$ cat config.mk
export PLATFORM = sky130hd
export DESIGN_NAME = spatz_vrf_arbiter_flat
export DESIGN_NICKNAME = d
export VERILOG_FILES = /design/src/rtl/spatz_vrf_arbiter_if.sv /design/src/rtl/spatz_vrf_arbiter.sv /design/src/flat_wrapper.sv
export SDC_FILE = /design/constraint.sdc
export NUM_CORES = 2
export LEC_CHECK = 0
export BUFFER_PORTS_ARGS = -buffer_cell sky130_fd_sc_hd__buf_4
export CORE_MARGIN = 2
export CORE_UTILIZATION = 57
export CTS_CLUSTER_SIZE = 12
export DETAILED_ROUTE_END_ITERATION = 16
export PLACE_DENSITY = 0.74
export REMOVE_ABC_BUFFERS = 1
export SYNTH_ARGS = -nofsm -noshare
export SYNTH_HDL_FRONTEND = slang
export SYNTH_SLANG_ARGS = --single-unit
$ cat constraint.sdc
create_clock -name clk_i -period 182.3 [get_ports clk_i]
set_input_delay 36.46 -clock clk_i [delete_from_list [all_inputs] [get_ports clk_i]]
set_output_delay 36.46 -clock clk_i [all_outputs]
set_load 0.01 [all_outputs]
$ cat src/rtl/spatz_vrf_arbiter_if.sv
// Client-side bundle of the VRF arbiter: per-client read/write requests and grants.
// Latency: grants and read data are combinational in the request cycle.
// Backpressure: a client without a grant simply keeps its request up; nothing is queued.
interface spatz_vrf_arbiter_if #(
  parameter int unsigned NrClients = 2,
  parameter int unsigned NrWords   = 32,
  parameter int unsigned DataWidth = 64
);
  localparam int unsigned AddrWidth = $clog2(NrWords);
  localparam int unsigned BeWidth   = DataWidth / 8;

  // Write port
  logic [NrClients-1:0][AddrWidth-1:0] waddr_i;
  logic [NrClients-1:0][DataWidth-1:0] wdata_i;
  logic [NrClients-1:0]                we_i;
  logic [NrClients-1:0][BeWidth-1:0]   wbe_i;
  logic [NrClients-1:0]                wvalid_o;

  // Read port
  logic [NrClients-1:0][AddrWidth-1:0] raddr_i;
  logic [NrClients-1:0]                re_i;
  logic [NrClients-1:0][DataWidth-1:0] rdata_o;
  logic [NrClients-1:0]                rvalid_o;

  // Clients drive requests and observe grants/data
  modport master (
    output waddr_i, wdata_i, we_i, wbe_i, raddr_i, re_i,
    input  wvalid_o, rdata_o, rvalid_o
  );

  // The arbiter observes requests and drives grants/data
  modport slave (
    input  waddr_i, wdata_i, we_i, wbe_i, raddr_i, re_i,
    output wvalid_o, rdata_o, rvalid_o
  );
endinterface

$ cat src/rtl/spatz_vrf_arbiter.sv
// Flop-based vector register file shared by several clients through round-robin read and write ports.
// Latency: zero-cycle grant and read data; a granted write is visible from the next cycle.
// Backpressure: exactly one requester per port wins each cycle; the others hold their request.
module spatz_vrf_arbiter #(
  parameter int unsigned NrClients = 2,
  parameter int unsigned NrWords   = 32,
  parameter int unsigned DataWidth = 64
) (
  input  logic          clk_i,
  input  logic          rst_i,
  spatz_vrf_arbiter_if.slave vrf
);

  localparam int unsigned AddrWidth = $clog2(NrWords);
  localparam int unsigned BeWidth   = DataWidth / 8;
  localparam int unsigned PtrWidth  = $clog2(NrClients);

  // Round-robin pick: first requester strictly after ptr, wrapping past the last client.
  function automatic logic [NrClients-1:0] rr_pick(
    input logic [NrClients-1:0] req,
    input logic [PtrWidth-1:0]  ptr
  );
    logic [NrClients-1:0] gnt;
    logic                 found;
    int unsigned          idx;
    gnt   = '0;
    found = 1'b0;
    for (int unsigned k = 1; k <= NrClients; k++) begin
      idx = 32'(ptr) + k;
      if (idx >= NrClients) begin
        idx = idx - NrClients;
      end
      if (!found && req[idx[PtrWidth-1:0]]) begin
        gnt[idx[PtrWidth-1:0]] = 1'b1;
        found                  = 1'b1;
      end
    end
    return gnt;
  endfunction

  // One-hot grant to client index (grant is at most one-hot).
  function automatic logic [PtrWidth-1:0] oh_to_idx(input logic [NrClients-1:0] oh);
    logic [PtrWidth-1:0] idx;
    idx = '0;
    for (int unsigned c = 0; c < NrClients; c++) begin
      if (oh[c]) begin
        idx = PtrWidth'(c);
      end
    end
    return idx;
  endfunction

  // Storage and last-granted pointers
  logic [DataWidth-1:0] r_mem [NrWords];
  logic [PtrWidth-1:0]  r_rptr;
  logic [PtrWidth-1:0]  r_wptr;

  // Requests are masked while reset is held so no grant can leak out
  logic [NrClients-1:0] w_rreq;
  logic [NrClients-1:0] w_wreq;
  logic [NrClients-1:0] w_rgnt;
  logic [NrClients-1:0] w_wgnt;
  logic [PtrWidth-1:0]  w_ridx;
  logic [PtrWidth-1:0]  w_widx;
  logic                 w_rany;
  logic                 w_wany;

  assign w_rreq = vrf.re_i & {NrClients{~rst_i}};
  assign w_wreq = vrf.we_i & {NrClients{~rst_i}};
  assign w_rgnt = rr_pick(w_rreq, r_rptr);
  assign w_wgnt = rr_pick(w_wreq, r_wptr);
  assign w_ridx = oh_to_idx(w_rgnt);
  assign w_widx = oh_to_idx(w_wgnt);
  assign w_rany = |w_rgnt;
  assign w_wany = |w_wgnt;

  assign vrf.rvalid_o = w_rgnt;
  assign vrf.wvalid_o = w_wgnt;

  // Selected write beat of the winning client
  logic [AddrWidth-1:0] w_waddr;
  logic [DataWidth-1:0] w_wdata;
  logic [BeWidth-1:0]   w_wbe;

  assign w_waddr = vrf.waddr_i[w_widx];
  assign w_wdata = vrf.wdata_i[w_widx];
  assign w_wbe   = vrf.wbe_i[w_widx];

  // Read data goes only to the granted client; everyone else sees zero
  logic [NrClients-1:0][DataWidth-1:0] w_rdata;

  // Route the addressed word to the read winner (pre-write value on same-address collisions)
  always_comb begin
    w_rdata = '0;
    for (int unsigned c = 0; c < NrClients; c++) begin
      if (w_rgnt[c]) begin
        w_rdata[c] = r_mem[vrf.raddr_i[c]];
      end
    end
  end

  assign vrf.rdata_o = w_rdata;

  // Storage: cleared on reset, byte-masked update on a granted write
  always_ff @(posedge clk_i or posedge rst_i) begin
    if (rst_i) begin
      for (int unsigned w = 0; w < NrWords; w++) begin
        r_mem[w] <= '0;
      end
    end else if (w_wany) begin
      for (int unsigned b = 0; b < BeWidth; b++) begin
        if (w_wbe[b]) begin
          r_mem[w_waddr][b*8 +: 8] <= w_wdata[b*8 +: 8];
        end
      end
    end
  end

  // Read pointer: park on the last client so client 0 wins first, then track the winner
  always_ff @(posedge clk_i or posedge rst_i) begin
    if (rst_i) begin
      r_rptr <= PtrWidth'(NrClients - 1);
    end else if (w_rany) begin
      r_rptr <= w_ridx;
    end
  end

  // Write pointer: independent of the read side, same rotation rule
  always_ff @(posedge clk_i or posedge rst_i) begin
    if (rst_i) begin
      r_wptr <= PtrWidth'(NrClients - 1);
    end else if (w_wany) begin
      r_wptr <= w_widx;
    end
  end

endmodule

$ cat src/flat_wrapper.sv
// flat-port wrapper written by rule: the top's interface ports become plain ports
module spatz_vrf_arbiter_flat 
#(
  parameter int unsigned NrClients = 2,
  parameter int unsigned NrWords   = 32,
  parameter int unsigned DataWidth = 64
)
  (clk_i, rst_i, vrf_waddr_i, vrf_wdata_i, vrf_we_i, vrf_wbe_i, vrf_raddr_i, vrf_re_i, vrf_wvalid_o, vrf_rdata_o, vrf_rvalid_o);
  spatz_vrf_arbiter_if #(.NrClients(NrClients), .NrWords(NrWords), .DataWidth(DataWidth)) vrf_i ();
  input  logic clk_i;
  input  logic rst_i;
  input wire logic [$bits(vrf_i.waddr_i)-1:0] vrf_waddr_i;
  input wire logic [$bits(vrf_i.wdata_i)-1:0] vrf_wdata_i;
  input wire logic [$bits(vrf_i.we_i)-1:0] vrf_we_i;
  input wire logic [$bits(vrf_i.wbe_i)-1:0] vrf_wbe_i;
  input wire logic [$bits(vrf_i.raddr_i)-1:0] vrf_raddr_i;
  input wire logic [$bits(vrf_i.re_i)-1:0] vrf_re_i;
  output wire logic [$bits(vrf_i.wvalid_o)-1:0] vrf_wvalid_o;
  output wire logic [$bits(vrf_i.rdata_o)-1:0] vrf_rdata_o;
  output wire logic [$bits(vrf_i.rvalid_o)-1:0] vrf_rvalid_o;
  assign vrf_i.waddr_i = vrf_waddr_i;
  assign vrf_i.wdata_i = vrf_wdata_i;
  assign vrf_i.we_i = vrf_we_i;
  assign vrf_i.wbe_i = vrf_wbe_i;
  assign vrf_i.raddr_i = vrf_raddr_i;
  assign vrf_i.re_i = vrf_re_i;
  assign vrf_wvalid_o = vrf_i.wvalid_o;
  assign vrf_rdata_o = vrf_i.rdata_o;
  assign vrf_rvalid_o = vrf_i.rvalid_o;
  spatz_vrf_arbiter #(.NrClients(NrClients), .NrWords(NrWords), .DataWidth(DataWidth)) u_core (.clk_i(clk_i), .rst_i(rst_i), .vrf(vrf_i));
endmodule
==> qor.yml <==
global_routing:
  grtUsageTotal_pct: 35.5
  overflow: 0
  grt.busiest_layer: "met2"
  antenna_found_initial: 14
  grt_start_max_net_pins: 185
  grt_first_pass_wirelength_mm: 515
  grt_pass1_vias: 73410
  met2_usage_pct: 52.2
  met1_usage_pct: 48.9
  use_met3_pct: 7.82
placement:
  gp_congestion: 0.904
  dp.cells: 9646
  dp_hpwl_mm: 224
  port_buffers: 301
cells_and_area:
  mostFrequentLayoutCells: "mux2_2, dfrtp_1, mux4_2, mux2i_1, buf_4"
  instances_no_fill: 10051
  final_common_cell: "mux2_2"
  final_nets: 7412
  drive_gt1_share_pct: 57.6
  syn_to_final_growth_pct: 10.5
floorplan:
  die_area_um2: 200000
  initial_utilization_pct: 57.3
  rows: 162
  chipHeight_um: 447
  fp.dieW_um: 447
  ioPinCount: 302
  core-area_um2: 195000
sta:
  timing.fmax_mhz: 12.9
  tightestPinTransition_ns: 1.41
  maxSlewHeadroom_pct: 5.87
  finalClockSkew_ns: 0.0263
  slew_violations: 0
  rsz0062_at_grt: "no"
  setup_viol: 0
  hold_viol_final: 0
  period_needed_ns: 77.76
  fin_tns_setup_ns: 0
  fin_crit_sh_pct: 42.7
route:
  vias: 71274
  routed_wl_mm: 351
  detail_route.wl_per_cell_um: 34.9
  viasPerCell: 7.09
  drt_iter0_markers: 7526
  antenna_left: 0
  drt_pass1_iterations: 5
  drc_errors: 0
logic_synthesis:
  yosys.cell_types.count: 68
  synth_flop_cell: "dfrtp_1"
  syn-instance-count: 7170
  synth_seq_cells: 2050
  async_flop_share_pct: 100
  synth-edff-count: 0
  seq_area_frac_synth_pct: 45.9
  syn_avg_cell_area_um2: 15.6
  yosys_warnings: 0
  synth_area_um2: 112000
power_and_ir_drop:
  ir_drop_v: 0.00000821
  p_leak_nw: 55.4
  powerDensity_nw_per_um2: 9.94
  total_power_mw: 1.23
worst_setup_path:
  slowest_delay_ns: 0.87
  worstSetupPathType: "primary input to output pin"
  path_buf_inv: 5
  crit_path_max_fanout: 55
  crit_family: "buffers and inverters"
  crit_top_cell: "buf_4"
  worst-endpoint-required_ns: 145.84
  critPathSlowestCell: "buf_4"
  crit_arrival_ns: 41.30
  end_kind: "output pin"
  path_cells: "buf_8, buf_4, buf_4, buf_4, mux4_2, nand2_1, a32o_1, nor4_1, buf_4"
  worstSetupStartpointType: "primary input"
clock_tree:
  cts_sinks: 2050
  cts_inserted_buffers: 218
  cts_resized: 0
  cts-root-buf: "clkbuf_16"
  htreeDepth: 4
  cts_hold_buf: 0
  worst_skew_pair.late_latency_ns: 0.88
  clockBufferDepth: 3
  path_clk_slew_ns: 0.06
  cts_tree: "yes"
  postCtsSetupRepairBufs: 0
min_path:
  hold_path_class: "register to register"
run:
  max_cap_violations: 0
outcome:
  outcome: "finished clean"
==> power breakdown <==
group          total [mW]  switching, mW  leakage, nW  internal (mW)
Sequential          0.564         0.0469         27.6          0.517
Clock               0.450          0.191         3.60          0.259
Combinational       0.213         0.0933         24.1          0.119
Total                1.23          0.331         55.4          0.895
==> routing by layer <==
layer / vias to the layer above / share of wire (%)
met4: 4 / 6.9
met1: 38508 / 39
met2: 3707 / 45
met5: - / 0.0068
li1: 28148 / -
met3: 907 / 9.0
==> stage by stage <==
step	utilization (%)	cell area (um^2)	worst slack, ns	hold WS [ns]
3_5_place_dp	59.6	116000	104.54	0.498
3_3_place_gp	59.6	116000	104.60	0.482
4_1_cts	63.3	123000	104.54	0.511
2_1_floorplan	-	109000	62.66	0.470
6_report	63.3	123000	104.54	0.508
5_1_grt	63.3	123000	104.31	0.536
==> worst paths after layout <==
kind	from	endpoint	slack [ns]	cells past startpoint
worst max-delay path	vrf_raddr_i[5]	vrf_rdata_o[68]	104.54	9
worst min-delay path	u_core.r_mem[2038]	u_core.r_mem[2038]	0.51	1
worst max register to register	u_core.r_wptr	u_core.r_mem[642]	178.66	6
worst min register to register	u_core.r_mem[2038]	u_core.r_mem[2038]	0.51	1
max in group asynchronous	rst_i	u_core.r_mem[1021]	141.35	7
min in group asynchronous	rst_i	u_core.r_mem[1989]	35.76	2
==> cells in the mapped netlist (all sizes together) (11+ instances only) <==
cell    count  area [um^2]
inv        15         56.3
nand2b     12         77.6
o22ai     198         1240
mux4      994        22400
dfrtp    2048        51200
o221ai     12          105
a211oi     22          195
nand2      56          213
buf       235         1110
nor4       11          129
a22oi      27          418
nor3       12         60.1
clkbuf    351         1320
a32o       15          150
o22a       17          149
nor2      293         2440
a21oi      17         85.1
and2       12         75.1
mux2i     479         4790
or2        89          557
o21ai      12         60.1
mux2     2135        24000
nor2b      19          121
nand3      13         65.1
==> sequential cells by signal, summed over array words and instances (netlist names) <==
| signal | flops |
|---|---|
| u_core.r_mem | 2048 |
| u_core.r_rptr | 1 |
| u_core.r_wptr | 1 |
==> layout make-up <==
cell class / count / area, um^2
antenna: 7 / 17.5
tap: 2624 / 3280
multi-input combinational: 4518 / 58100
fill: 14066 / 71500
sequential: 2050 / 51300
clock buffer: 335 / 6610
clock inverter: 63 / 623
inverter: 16 / 68.8
timing repair buffer: 438 / 3470
==> logic make-up after synthesis <==
group | synth area share, %
muxes | 45.8
buffers and inverters | 2.23
DFF | 45.9
and+or+nand+nor | 3.47
AOI/OAI and AO/OA | 2.58
No activity file was read; power rests on OpenSTA's default activity.
